==> src/rtl/pkt_fifo_pkg.sv <==
// Shared helpers for the packet-commit FIFO: pointer width function and drop counter width.
package pkt_fifo_pkg;

    localparam int DROP_CNT_W = 16;

    // One extra MSB over the address lets full and empty be told apart.
    function automatic int ptr_w(input int depth);
        return $clog2(depth) + 1;
    endfunction

endpackage

==> src/rtl/pkt_fifo_ram.sv <==
// Simple dual-port storage: one write port and one read port with a registered output.
// The array is not reset. Only the read data register is cleared by reset.
module pkt_fifo_ram #(
    parameter int EW = 78,
    parameter int AW = 4
) (
    input  logic          i_clk,
    input  logic          i_rst,
    input  logic          i_we,
    input  logic [AW-1:0] i_waddr,
    input  logic [EW-1:0] i_wdata,
    input  logic          i_re,
    input  logic [AW-1:0] i_raddr,
    output logic [EW-1:0] o_rdata
);

    logic [EW-1:0] r_mem [0:(1<<AW)-1];
    logic [EW-1:0] r_rdata;

    always_ff @(posedge i_clk) begin
        if (i_we) r_mem[i_waddr] <= i_wdata;
    end

    // The read register holds its value between reads.
    always_ff @(posedge i_clk) begin
        if (i_rst)     r_rdata <= '0;
        else if (i_re) r_rdata <= r_mem[i_raddr];
    end

    assign o_rdata = r_rdata;

endmodule

==> src/rtl/pkt_commit_fifo.sv <==
// Packet-aware FIFO: words become readable only when their packet commits on eop.
// Partial packets rewind on abort/overflow. The drop counter exists only with PKT_COMMIT_FIFO_STATS_EN.
module pkt_commit_fifo
    import pkt_fifo_pkg::*;
#(
    parameter int WIDTH     = 77,
    parameter int DEPTH     = 16,
    parameter int AF_THRESH = 12,
    parameter int AE_THRESH = 2
) (
    input  logic                    clk_net,
    input  logic                    rst,
    input  logic                    wr_en,
    input  logic [WIDTH-1:0]        din,
    input  logic                    wr_eop,
    input  logic                    wr_abort,
    output logic                    full,
    output logic                    almost_full,
    input  logic                    rd_en,
    output logic [WIDTH-1:0]        dout,
    output logic                    dout_eop,
    output logic                    dout_valid,
    output logic                    empty,
    output logic                    almost_empty,
    output logic [$clog2(DEPTH):0]  count,
    output logic [DROP_CNT_W-1:0]   drop_cnt
);

    localparam int PW = ptr_w(DEPTH);
    localparam int AW = PW - 1;
    localparam int EW = WIDTH + 1;
    localparam logic [PW-1:0] DEPTH_P = PW'(DEPTH);
    localparam logic [PW-1:0] AF_P    = PW'(AF_THRESH);
    localparam logic [PW-1:0] AE_P    = PW'(AE_THRESH);

    logic [PW-1:0] r_wr_ptr, r_cmt_ptr, r_rd_ptr, r_count;
    logic          r_bad_pkt, r_full, r_empty, r_af, r_ae, r_dout_valid;

    logic [PW-1:0] w_wr_ptr_nxt, w_cmt_ptr_nxt, w_rd_ptr_nxt;
    logic [PW-1:0] w_used_nxt, w_cmt_cnt_nxt;
    logic          w_bad_nxt, w_wr_acc, w_rd_acc;
    logic [EW-1:0] w_rdata;

    assign w_wr_acc = wr_en & ~r_full & ~r_bad_pkt & ~wr_abort;
    assign w_rd_acc = rd_en & ~r_empty;

    always_comb begin
        w_wr_ptr_nxt  = r_wr_ptr;
        w_cmt_ptr_nxt = r_cmt_ptr;
        w_bad_nxt     = r_bad_pkt;
        if (wr_abort) begin
            w_wr_ptr_nxt = r_cmt_ptr;
            w_bad_nxt    = 1'b0;
        end else if (w_wr_acc) begin
            w_wr_ptr_nxt = r_wr_ptr + 1'b1;
            if (wr_eop) w_cmt_ptr_nxt = r_wr_ptr + 1'b1;
        end else if (wr_en) begin
            // Full or already poisoned: drop the word and rewind once the packet ends.
            if (wr_eop) begin
                w_wr_ptr_nxt = r_cmt_ptr;
                w_bad_nxt    = 1'b0;
            end else begin
                w_bad_nxt    = 1'b1;
            end
        end
    end

    assign w_rd_ptr_nxt  = w_rd_acc ? (r_rd_ptr + 1'b1) : r_rd_ptr;
    assign w_used_nxt    = w_wr_ptr_nxt - w_rd_ptr_nxt;
    assign w_cmt_cnt_nxt = w_cmt_ptr_nxt - w_rd_ptr_nxt;

    always_ff @(posedge clk_net) begin
        if (rst) begin
            r_wr_ptr     <= '0;
            r_cmt_ptr    <= '0;
            r_rd_ptr     <= '0;
            r_bad_pkt    <= 1'b0;
            r_full       <= 1'b0;
            r_af         <= 1'b0;
            r_empty      <= 1'b1;
            r_ae         <= 1'b1;
            r_count      <= '0;
            r_dout_valid <= 1'b0;
        end else begin
            r_wr_ptr     <= w_wr_ptr_nxt;
            r_cmt_ptr    <= w_cmt_ptr_nxt;
            r_rd_ptr     <= w_rd_ptr_nxt;
            r_bad_pkt    <= w_bad_nxt;
            r_full       <= (w_used_nxt == DEPTH_P);
            r_af         <= (w_used_nxt >= AF_P);
            r_empty      <= (w_cmt_cnt_nxt == '0);
            r_ae         <= (w_cmt_cnt_nxt <= AE_P);
            r_count      <= w_cmt_cnt_nxt;
            r_dout_valid <= w_rd_acc;
        end
    end

    pkt_fifo_ram #(
        .EW (EW),
        .AW (AW)
    ) u_ram (
        .i_clk   (clk_net),
        .i_rst   (rst),
        .i_we    (w_wr_acc),
        .i_waddr (r_wr_ptr[AW-1:0]),
        .i_wdata ({wr_eop, din}),
        .i_re    (w_rd_acc),
        .i_raddr (r_rd_ptr[AW-1:0]),
        .o_rdata (w_rdata)
    );

`ifdef PKT_COMMIT_FIFO_STATS_EN
    logic [DROP_CNT_W-1:0] r_drop_cnt;
    logic                  w_drop_inc;

    // An abort with nothing pending or poisoned is not a drop.
    assign w_drop_inc = wr_abort ? ((r_wr_ptr != r_cmt_ptr) | r_bad_pkt)
                                 : (wr_en & (r_full | r_bad_pkt) & wr_eop);

    always_ff @(posedge clk_net) begin
        if (rst)                              r_drop_cnt <= '0;
        else if (w_drop_inc && ~&r_drop_cnt)  r_drop_cnt <= r_drop_cnt + 1'b1;
    end

    assign drop_cnt = r_drop_cnt;
`else
    assign drop_cnt = '0;
`endif

    assign full         = r_full;
    assign almost_full  = r_af;
    assign empty        = r_empty;
    assign almost_empty = r_ae;
    assign count        = r_count;
    assign dout_valid   = r_dout_valid;
    assign dout         = w_rdata[WIDTH-1:0];
    assign dout_eop     = w_rdata[WIDTH];

endmodule

==> config.mk <==
export PLATFORM = sky130hd
export DESIGN_NAME = pkt_commit_fifo
export DESIGN_NICKNAME = d
export VERILOG_FILES = /design/src/rtl/pkt_fifo_pkg.sv /design/src/rtl/pkt_fifo_ram.sv /design/src/rtl/pkt_commit_fifo.sv
export SDC_FILE = /design/constraint.sdc
export NUM_CORES = 1
export LEC_CHECK = 0
export ABC_AREA = 1
export CAP_MARGIN = 30
export CORE_ASPECT_RATIO = 1.75
export CORE_MARGIN = 8
export CORE_UTILIZATION = 50
export CTS_CLUSTER_DIAMETER = 30
export DETAILED_ROUTE_END_ITERATION = 8
export PLACE_DENSITY = 0.76
export SLEW_MARGIN = 20
export SYNTH_ARGS = -nofsm -noshare
export SYNTH_HDL_FRONTEND = slang
export SYNTH_SLANG_ARGS = --single-unit
==> constraint.sdc <==
create_clock -name clk_net -period 8.64 [get_ports clk_net]
set_input_delay 1.728 -clock clk_net [delete_from_list [all_inputs] [get_ports clk_net]]
set_output_delay 1.728 -clock clk_net [all_outputs]
set_load 0.01 [all_outputs]
==> impl_metrics.env <==
export IMPL_run_status="complete, no violations"
export IMPL_core_sq_um=105000
export IMPL_insertion_delay_ps=760
export IMPL_cts_buffers=142
export IMPL_global_route_usage_met1_pct=26.6
export IMPL_critical_path_max_fanout=37
export IMPL_place_worst_setup_slack_ps=3270
export IMPL_cap_violations=0
export IMPL_place_inst=5494
export IMPL_hold_path_class="reg -> reg"
export IMPL_num_vias=34203
export IMPL_synth_cells=4194
export IMPL_synth_top_area_cell="sky130_fd_sc_hd__edfxtp_1"
export IMPL_cts_htree_levels=4
export IMPL_dp_final_hpwl_mm=70.9
export IMPL_critical_path_arrival_ps=4950
export IMPL_post_cts_setup_buffer_count=0
export IMPL_synth_top_area_share_pct=71.1
export IMPL_syn_to_final_growth_pct=14.8
export IMPL_antenna_found_initial=10
export IMPL_postCtsHoldBufs=0
export IMPL_totalWireLength_mm=132
export IMPL_drv_slew=0
export IMPL_tritoncts="yes"
export IMPL_layout_setup_ws_ps=4080
export IMPL_crit_path_end_kind="flop"
export IMPL_setup_viol_count_final=0
export IMPL_layout_filler_cells=7801
export IMPL_finalWorstPathRequiredPeriod_ps=4560
export IMPL_chipHeight_um=446
export IMPL_area_of_combinational_cells_with_multiple_inputs_sq_um=11800
export IMPL_yosys_reg_bits=1352
export IMPL_fin_cells=5770
export IMPL_grt_pass1_vias=33672
export IMPL_timing_final_crit_share_pct=52.8
export IMPL_leakage_power_nw=20.2
export IMPL_vdd_ir_drop_max_mv=0.199
export IMPL_skew_ps=28.1
export IMPL_hold_viol=0
export IMPL_effective_utilization_at_floorplan_pct=50.4
export IMPL_max_clock_freq_mhz=219
export IMPL_cts_buffer_depth=3
export IMPL_cts_root_buffer="sky130_fd_sc_hd__clkbuf_16"
export IMPL_total_congestion_overflow=0
export IMPL_gr_usage_all_layers_pct=22.1
export IMPL_cts_clk_slew_worst_paths_ps=60
export IMPL_stdcell_area_sq_um=60500
export IMPL_drt_initial_drc_count=3861
export IMPL_timing_critical_path_required_ps=9040
export IMPL_cts_sink_count=1352
export IMPL_seqCellArea_sq_um=39600
export IMPL_global_route_wire_length_before_repair_mm=198
export IMPL_tightest_slew_ps=1050
export IMPL_routabilityCongestion=0.782
export IMPL_detail_route_antenna_nets=0
export IMPL_synth_cell_types=33
export IMPL_grt_use_met2_pct=38.7
export IMPL_place_area_sq_um=55500
export IMPL_die_area_sq_um=117000
export IMPL_synth_seq_area_share_pct=75.0
export IMPL_final_layout_size_suffix_gt1_share_pct=7.52
export IMPL_worst_reg_to_reg_cells=16
export IMPL_number_of_instances_resized_during_post_cts_repair=0
export IMPL_io_pins=187
export IMPL_drt_via_density=5.93
export IMPL_global_route_usage_met3_pct=3.93
export IMPL_synthTopCellsByArea="sky130_fd_sc_hd__edfxtp_1 (71%), sky130_fd_sc_hd__nor2_1 (5.2%), sky130_fd_sc_hd__o21ai_0 (5.1%)"
export IMPL_syn_mean_instance_area_sq_um=12.6
export IMPL_grt_setup_unrepaired="no"
export IMPL_netlist_area_sq_um=52700
export IMPL_timing_worst_setup_path_type="in -> reg"
export IMPL_finalSetupTns_ps=0
export IMPL_hold_depth=2
export IMPL_design_final_nets=4392
export IMPL_firstDrtPassIters=8
export IMPL_placement_io_buffers=170
export IMPL_grt_max_degree=233
export IMPL_timing_max_slew_rel_slack_pct=30.0
export IMPL_ys_warnings_count=0
export IMPL_critical_path_startpoint_type="input port"
export IMPL_die_width_um=262
export IMPL_top_usage_layer="met2"
export IMPL_power_density_nw_per_um2=250
export IMPL_num_rows=157
export IMPL_drt_drc_violations_left=0
export IMPL_regToRegSetupSlack_ps=4860
export IMPL_routed_wire_length_per_instance_um=22.9
[final timing paths]
| kind | startpoint | endpoint |
|---|---|---|
| worst max-delay path | wr_abort | u_ram.r_mem[10][62]$_DFFE_PP_ |
| worst min-delay path | r_cmt_ptr[2]$_SDFF_PP0_ | r_cmt_ptr[2]$_SDFF_PP0_ |
| worst min register to register | r_cmt_ptr[2]$_SDFF_PP0_ | r_cmt_ptr[2]$_SDFF_PP0_ |
| worst max register to register | r_rd_ptr[1]$_SDFF_PP0_ | empty$_SDFF_PP1_ |
[area by class of cell]
cell class / instances / share of cell area (%)
Antenna cell: 7 / 0.0289
Clock buffer: 167 / 6.26
Clock inverter: 94 / 1.68
Inverter: 41 / 0.289
Multi-Input combinational cell: 2524 / 19.5
Sequential cell: 1352 / 65.4
Tap cell: 1351 / 2.79
Timing Repair Buffer: 234 / 4.05
[critical path: stages]
cell	delay (ps)
sky130_fd_sc_hd__clkdlybuf4s50_1	500
sky130_fd_sc_hd__inv_2	170
sky130_fd_sc_hd__nand2_1	120
sky130_fd_sc_hd__nor2_4	260
sky130_fd_sc_hd__nand2_1	310
sky130_fd_sc_hd__nor2_4	590
sky130_fd_sc_hd__buf_4	700
sky130_fd_sc_hd__buf_4	520
[metrics by stage]
step	util [%]	hold WS, ps	power (W)
2_1_floorplan	-	465	0.00846
3_3_place_gp	52.9	510	0.00903
3_5_place_dp	53.0	504	0.00909
4_1_cts	57.6	528	0.0152
5_1_grt	57.8	551	0.0156
6_report	57.8	522	0.0152
[cells in the mapped netlist]
cell type,instances
sky130_fd_sc_hd__a21oi_1,166
sky130_fd_sc_hd__a32oi_1,1
sky130_fd_sc_hd__and2_1,2
sky130_fd_sc_hd__buf_1,24
sky130_fd_sc_hd__buf_2,80
sky130_fd_sc_hd__buf_4,37
sky130_fd_sc_hd__buf_6,8
sky130_fd_sc_hd__clkbuf_1,143
sky130_fd_sc_hd__conb_1,1
sky130_fd_sc_hd__dfxtp_1,104
sky130_fd_sc_hd__edfxtp_1,1248
sky130_fd_sc_hd__fa_1,1
sky130_fd_sc_hd__ha_1,13
sky130_fd_sc_hd__inv_1,34
sky130_fd_sc_hd__inv_2,7
sky130_fd_sc_hd__nand2_1,515
sky130_fd_sc_hd__nand2_4,1
sky130_fd_sc_hd__nand3_1,292
sky130_fd_sc_hd__nand3b_1,1
sky130_fd_sc_hd__nand4_1,1
sky130_fd_sc_hd__nor2_1,732
sky130_fd_sc_hd__nor2_4,1
sky130_fd_sc_hd__nor3_1,4
sky130_fd_sc_hd__nor4_1,1
sky130_fd_sc_hd__o211ai_1,113
sky130_fd_sc_hd__o21ai_0,541
sky130_fd_sc_hd__o21ai_1,49
sky130_fd_sc_hd__o221ai_1,44
sky130_fd_sc_hd__o22ai_1,20
sky130_fd_sc_hd__o31ai_1,1
sky130_fd_sc_hd__or2_2,1
sky130_fd_sc_hd__xnor2_1,3
sky130_fd_sc_hd__xor2_1,5
[cells in the final DEF, fill, tap and decap left out, drive strengths merged, types with 16 or more instances in the layout]
cell,instances
a21oi,166
buf,64
clkbuf,167
clkdlybuf4s50,170
clkinv,49
conb,16
dfxtp,104
edfxtp,1248
inv,66
nand2,516
nand3,292
nor2,733
o211ai,113
o21ai,590
o221ai,44
o22ai,20
[where the power goes]
group          internal [W]  switching, W
Clock               0.00359       0.00259
Combinational      0.000532       0.00107
Sequential          0.00726      0.000101
Total                0.0114       0.00377
[sequential cells by signal, indices dropped and copies added (netlist names), named ones only]
register	count
u_ram.r_mem	1248
u_ram.o_rdata	78
count	5
r_rd_ptr	5
r_wr_ptr	5
r_cmt_ptr	4
almost_empty	1
almost_full	1
dout_valid	1
empty	1
full	1
r_bad_pkt	1
[cells by family after synthesis]
group                    share of synthesized area [%]
adder cells (fa/ha/maj)                          0.346
AO/OA/AOI/OAI                                     9.78
other                                          0.00711
XOR/XNOR                                         0.133
flip-flops                                        75.0
buffers and inverters                             2.94
AND/OR/NAND/NOR                                   11.8
[layer usage]
| layer | share of wire [%] | routed length (um) |
|---|---|---|
| met5 | 0.028 | 37 |
| met3 | 7.9 | 10400 |
| met2 | 52 | 68000 |
| met1 | 37 | 48700 |
| met4 | 3.5 | 4640 |
Note: power is estimated with default switching activity, not from simulation.
